==> src/rtl/ramio_arbiter.sv <==
// rtl/ramio_arbiter.sv - two-port round-robin arbiter/sequencer in front of the RAM/UART/LED I/O block
//
// Ports:
//   clk, rst                 clock (rising edge), asynchronous active-high reset
//   pN_req                   request, held high by the requester until pN_done
//   pN_write_type            00 none, 01 byte, 10 half, 11 word
//   pN_read_type             000 none; bit2 sign-extend; [1:0] 01 byte, 10 half, 11 word
//   pN_address, pN_data_in   byte address and write data
//   pN_gnt                   pulse in the IDLE cycle where the request fields are latched
//   pN_done, pN_err          completion pulse; err marks a rejected or timed-out request
//   pN_data_out              read result, held until the next read completes on that port
//   m_*                      shared interface to the I/O block
//   owner                    port of the current or last transaction
module ramio_arbiter #(
   parameter int ADDRESS_BITWIDTH = 32,
   parameter int DATA_WIDTH       = 32,
   parameter int TIMEOUT_CYCLES   = 1024
) (
   input  logic                        clk,
   input  logic                        rst,
   input  logic                        p0_req,
   input  logic [1:0]                  p0_write_type,
   input  logic [2:0]                  p0_read_type,
   input  logic [ADDRESS_BITWIDTH-1:0] p0_address,
   input  logic [DATA_WIDTH-1:0]       p0_data_in,
   output logic                        p0_gnt,
   output logic                        p0_done,
   output logic                        p0_err,
   output logic [DATA_WIDTH-1:0]       p0_data_out,
   input  logic                        p1_req,
   input  logic [1:0]                  p1_write_type,
   input  logic [2:0]                  p1_read_type,
   input  logic [ADDRESS_BITWIDTH-1:0] p1_address,
   input  logic [DATA_WIDTH-1:0]       p1_data_in,
   output logic                        p1_gnt,
   output logic                        p1_done,
   output logic                        p1_err,
   output logic [DATA_WIDTH-1:0]       p1_data_out,
   output logic                        m_enable,
   output logic [1:0]                  m_write_type,
   output logic [2:0]                  m_read_type,
   output logic [ADDRESS_BITWIDTH-1:0] m_address,
   output logic [DATA_WIDTH-1:0]       m_data_in,
   input  logic [DATA_WIDTH-1:0]       m_data_out,
   input  logic                        m_data_out_ready,
   input  logic                        m_busy,
   output logic                        owner
);

   localparam int CNT_W = $clog2(TIMEOUT_CYCLES);

   localparam logic [1:0] ST_IDLE  = 2'd0;
   localparam logic [1:0] ST_ISSUE = 2'd1;
   localparam logic [1:0] ST_WAIT  = 2'd2;
   localparam logic [1:0] ST_RESP  = 2'd3;

   logic [1:0]                  state;
   logic [1:0]                  lat_wt;
   logic [2:0]                  lat_rt;
   logic [ADDRESS_BITWIDTH-1:0] lat_addr;
   logic [DATA_WIDTH-1:0]       lat_data;
   logic                        last_owner;
   logic                        resp_err;
   logic [CNT_W-1:0]            cnt;

   logic                        sel_any;
   logic                        sel;
   logic [1:0]                  sel_wt;
   logic [2:0]                  sel_rt;
   logic [ADDRESS_BITWIDTH-1:0] sel_addr;
   logic [DATA_WIDTH-1:0]       sel_data;
   logic [1:0]                  sel_size;
   logic                        sel_bad;
   logic                        grant;
   logic                        active;
   logic                        is_read;
   logic                        xfer_done;
   logic                        timed_out;

   // Port selection and request validation, evaluated on the live request
   // fields in IDLE so the verdict is latched together with the fields.
   always_comb begin
      sel_any = p0_req | p1_req;
      if (p0_req && p1_req)
         sel = ~last_owner;
      else
         sel = p1_req;
      sel_wt   = sel ? p1_write_type : p0_write_type;
      sel_rt   = sel ? p1_read_type  : p0_read_type;
      sel_addr = sel ? p1_address    : p0_address;
      sel_data = sel ? p1_data_in    : p0_data_in;
      sel_size = (sel_wt != 2'b00) ? sel_wt : sel_rt[1:0];
      sel_bad  = ((sel_wt != 2'b00) && (sel_rt != 3'b000))
              || ((sel_wt == 2'b00) && (sel_rt == 3'b000))
              || ((sel_size == 2'b10) && sel_addr[0])
              || ((sel_size == 2'b11) && (sel_addr[1:0] != 2'b00));
   end

   // gnt is combinational so it coincides with the cycle the fields are
   // sampled; rst gating keeps it quiet while reset is held.
   assign grant  = !rst && (state == ST_IDLE) && sel_any;
   assign p0_gnt = grant & ~sel;
   assign p1_gnt = grant &  sel;

   assign p0_done = (state == ST_RESP) && !owner;
   assign p1_done = (state == ST_RESP) &&  owner;
   assign p0_err  = p0_done && resp_err;
   assign p1_err  = p1_done && resp_err;

   // m_* are decoded from state so an asynchronous reset clears them at once.
   assign active       = (state == ST_ISSUE) || (state == ST_WAIT);
   assign m_enable     = active;
   assign m_write_type = active ? lat_wt   : '0;
   assign m_read_type  = active ? lat_rt   : '0;
   assign m_address    = active ? lat_addr : '0;
   assign m_data_in    = active ? lat_data : '0;

   assign is_read   = (lat_rt != 3'b000);
   assign xfer_done = !m_busy && (!is_read || m_data_out_ready);
   assign timed_out = (cnt == CNT_W'(TIMEOUT_CYCLES - 1));

   always_ff @(posedge clk or posedge rst) begin
      if (rst) begin
         state       <= ST_IDLE;
         lat_wt      <= '0;
         lat_rt      <= '0;
         lat_addr    <= '0;
         lat_data    <= '0;
         owner       <= 1'b0;
         last_owner  <= 1'b1;
         resp_err    <= 1'b0;
         cnt         <= '0;
         p0_data_out <= '0;
         p1_data_out <= '0;
      end else begin
         case (state)
            ST_IDLE: begin
               if (sel_any) begin
                  lat_wt     <= sel_wt;
                  lat_rt     <= sel_rt;
                  lat_addr   <= sel_addr;
                  lat_data   <= sel_data;
                  owner      <= sel;
                  last_owner <= sel;
                  resp_err   <= sel_bad;
                  state      <= sel_bad ? ST_RESP : ST_ISSUE;
               end
            end
            ST_ISSUE: begin
               cnt   <= '0;
               state <= ST_WAIT;
            end
            ST_WAIT: begin
               if (xfer_done) begin
                  if (is_read) begin
                     if (owner)
                        p1_data_out <= m_data_out;
                     else
                        p0_data_out <= m_data_out;
                  end
                  resp_err <= 1'b0;
                  state    <= ST_RESP;
               end else if (timed_out) begin
                  resp_err <= 1'b1;
                  state    <= ST_RESP;
               end else begin
                  cnt <= cnt + 1'b1;
               end
            end
            ST_RESP: begin
               state <= ST_IDLE;
            end
            default: begin
               state <= ST_IDLE;
            end
         endcase
      end
   end

endmodule

==> config.mk <==
export PLATFORM = sky130hd
export DESIGN_NAME = ramio_arbiter
export DESIGN_NICKNAME = d
export VERILOG_FILES = /design/src/rtl/ramio_arbiter.sv
export SDC_FILE = /design/constraint.sdc
export NUM_CORES = 1
export LEC_CHECK = 0
export BUFFER_PORTS_ARGS = -buffer_cell sky130_fd_sc_hd__buf_2
export CAP_MARGIN = 20
export CORE_MARGIN = 5
export CORE_UTILIZATION = 30
export CTS_CLUSTER_SIZE = 12
export DETAILED_ROUTE_END_ITERATION = 16
export GPL_ROUTABILITY_DRIVEN = 0
export HOLD_SLACK_MARGIN = 0.02
export PLACE_DENSITY_LB_ADDON = 0.2
export SYNTH_ARGS = -nofsm -noshare
export SYNTH_HDL_FRONTEND = slang
export SYNTH_SLANG_ARGS = --single-unit
==> constraint.sdc <==
create_clock -name clk -period 7.55 [get_ports clk]
set_input_delay 0.755 -clock clk [delete_from_list [all_inputs] [get_ports clk]]
set_output_delay 0.755 -clock clk [all_outputs]
set_load 0.1 [all_outputs]
==> metrics.cfg <==
[final_layout]
nets = 1122
multi_input_area_um2 = 3170
area_growth_pct = 36.3
nFillCells = 2347
drive_gt1_frac = 0.453
layout.cells.non_filler = 1274
final-seq-area_um2 = 3700

[timing]
slew_headroom = 0.512
hold_viol = 0
tns_ps = 0
clock-skew-final_ps = 11.9
rsz0062_at_grt = no
finalSetupViolations = 0
drv_slew = 0
max_freq_mhz = 313
timing.final.ws_setup_ps = 4360
min_period_ps = 3190
worst_pin_slew_ps = 731
period_share = 0.423

[routing]
drtAntennaViolNets = 0
wl_per_cell_um = 15.6
drt_first_pass_iters = 4
routed_via_density = 4.38
drc_errors = 0
routed_wl_um = 19800
vias = 5580
initialDrtViolationCount = 229

[floorplanning]
start_util = 0.303
row_count = 56
die_h_um = 163
io_pins = 317
die_area_um2 = 26600
core_area_um2 = 23300
die_w_um = 163

[synthesis]
syn_area_um2 = 7040
syn_avg_cell_area_um2 = 11.1
synth_top_area_share = 0.523
syn_inst = 633
synth_seq_cells = 148
ys.flop_type = dfrtp_1
ys_async_sr_fraction = 1.00
synth_seq_area_share = 0.526
synth.distinct_cells = 42
synth.area.top_cells = dfrtp_1 52%, mux2i_1 10%, mux2_2 9.4%
synth_edf_count = 0
yosys.area.top_type = dfrtp_1
yosys_warnings = 0
synth_fp_nets = 814

[cts]
cts_tree = done
hold_buffers = 0
htreeDepth = 4
clock_latency_ps = 410
cts_buffer_depth = 2
cts-resized-gates = 0
clk_pin_slew_ps = 60
cts_root_buffer = clkbuf_16
clock_sinks = 148
post_cts_buffers = 0
cts_buffers = 17

[global_route]
grt_pass1_vias = 5693
globalRouteTotalUtil = 0.149
antenna_found_initial = 2
grt_pass1_wl_um = 31400
grt_max_degree = 85
grt-ovfl-total = 0

[setup_path]
worstSetupPathType = register to output port
critPathArrivalTime_ps = 2440
cp.required_ps = 6800
cp_max_fo = 71
cp-end-kind = output port
start_kind = register

[hold_path]
hp-class = primary input to async pin

[status]
status = complete, no violations

[place]
io_buffers = 316
pre_cts_ws_ps = 4710
dpl.cell_count = 1240
dpl.hpwl_um = 14700

[job]
cap_violations = 0

cells by family (layout without fill, tap and decap cells):
logic type / count (synthesis) / count (layout) / synth area share
AO/OA/AOI/OAI: 87 / 87 / 0.0681
other: 0 / 1 / 0
adder cells (fa/ha/maj): 5 / 5 / 0.00889
AND/OR/NAND/NOR: 206 / 206 / 0.153
multiplexers: 138 / 138 / 0.208
XOR/XNOR: 7 / 7 / 0.00871
flip-flops: 148 / 148 / 0.526
buffers and inverters: 42 / 363 / 0.0272
cells in the final DEF, fill, tap and decap left out, types with 6 or more instances in the layout:
cell / n
and2_1: 69
buf_2: 316
buf_4: 8
clkbuf_16: 17
dfrtp_1: 147
inv_6: 7
mux2_2: 59
mux2i_1: 73
nand2_1: 91
nor2_1: 11
nor3_1: 9
o21ai_0: 72
xnor2_1: 6
registers in the layout, indices dropped and copies added, names as in the netlist:
register,flops
lat_data,32
p0_data_out,32
last_owner,1
state,2
lat_wt,2
cnt,10
resp_err,1
owner,1
lat_rt,3
lat_addr,32
p1_data_out,32
critical path: stages (launching register included):
cell and delay [ps]:
dfrtp_1 420, inv_1 90, ha_2 310, buf_4 520, and2_1 230, buf_2 450
routing by layer:
metal / track usage / vias up / part of all wire
met1: 0.202 / 2555 / 0.44
met2: 0.231 / 213 / 0.46
met4: 0.0305 / 4 / 0.0074
met3: 0.0545 / 12 / 0.087
li1: - / 2796 / -
met5: 0 / - / 0.0017
area by class of cell:
type,count,share of cell area
diodes,1,0.000261
clock buffers,17,0.0443
clock inverters,15,0.0218
inverters,6,0.00287
multi-input cells,443,0.330
flip-flops and latches,148,0.386
well taps,319,0.0416
repair buffers,325,0.173
final timing paths:
path                       cells past startpoint                      from  slack, ps                  endpoint
setup / recovery                               5      state[0]$_DFFE_PP0P_       4360              m_address[0]
hold / removal                                 2                       rst        450        cnt[4]$_DFFE_PP0P_
setup reg to reg                               6      state[0]$_DFFE_PP0P_       5180  lat_addr[20]$_DFFE_PP0P_
hold reg to reg                                2  lat_data[28]$_DFFE_PP0P_        470  lat_data[28]$_DFFE_PP0P_
max in group asynchronous                      4                       rst       5840    last_owner$_DFFE_PP1P_
min in group clk                               2  lat_data[28]$_DFFE_PP0P_        470  lat_data[28]$_DFFE_PP0P_
cells in the mapped netlist, drive strengths merged (2+ instances only):
library cell    n
dfrtp         147
nand2          91
o21ai          74
mux2i          73
and2           70
mux2           65
clkbuf         21
buf            15
nor2           11
nor3            9
inv             6
nor4            6
xnor2           6
a21oi           5
ha              5
nand3           5
nor2b           4
nand2b          3
nand4           2
o32ai           2
metrics by stage:
step           instance area (um^2)   util  hold slack [ps]
2_1_floorplan                  7040      -              442
3_3_place_gp                   8940  0.384              454
3_5_place_dp                   8940  0.384              462
4_1_cts                        9580  0.412              477
5_1_grt                        9600  0.412              489
6_report                       9600  0.413              454
Power is not shown: default switching activity piles up to over one toggle a cycle in this logic, so the estimate is an artifact.
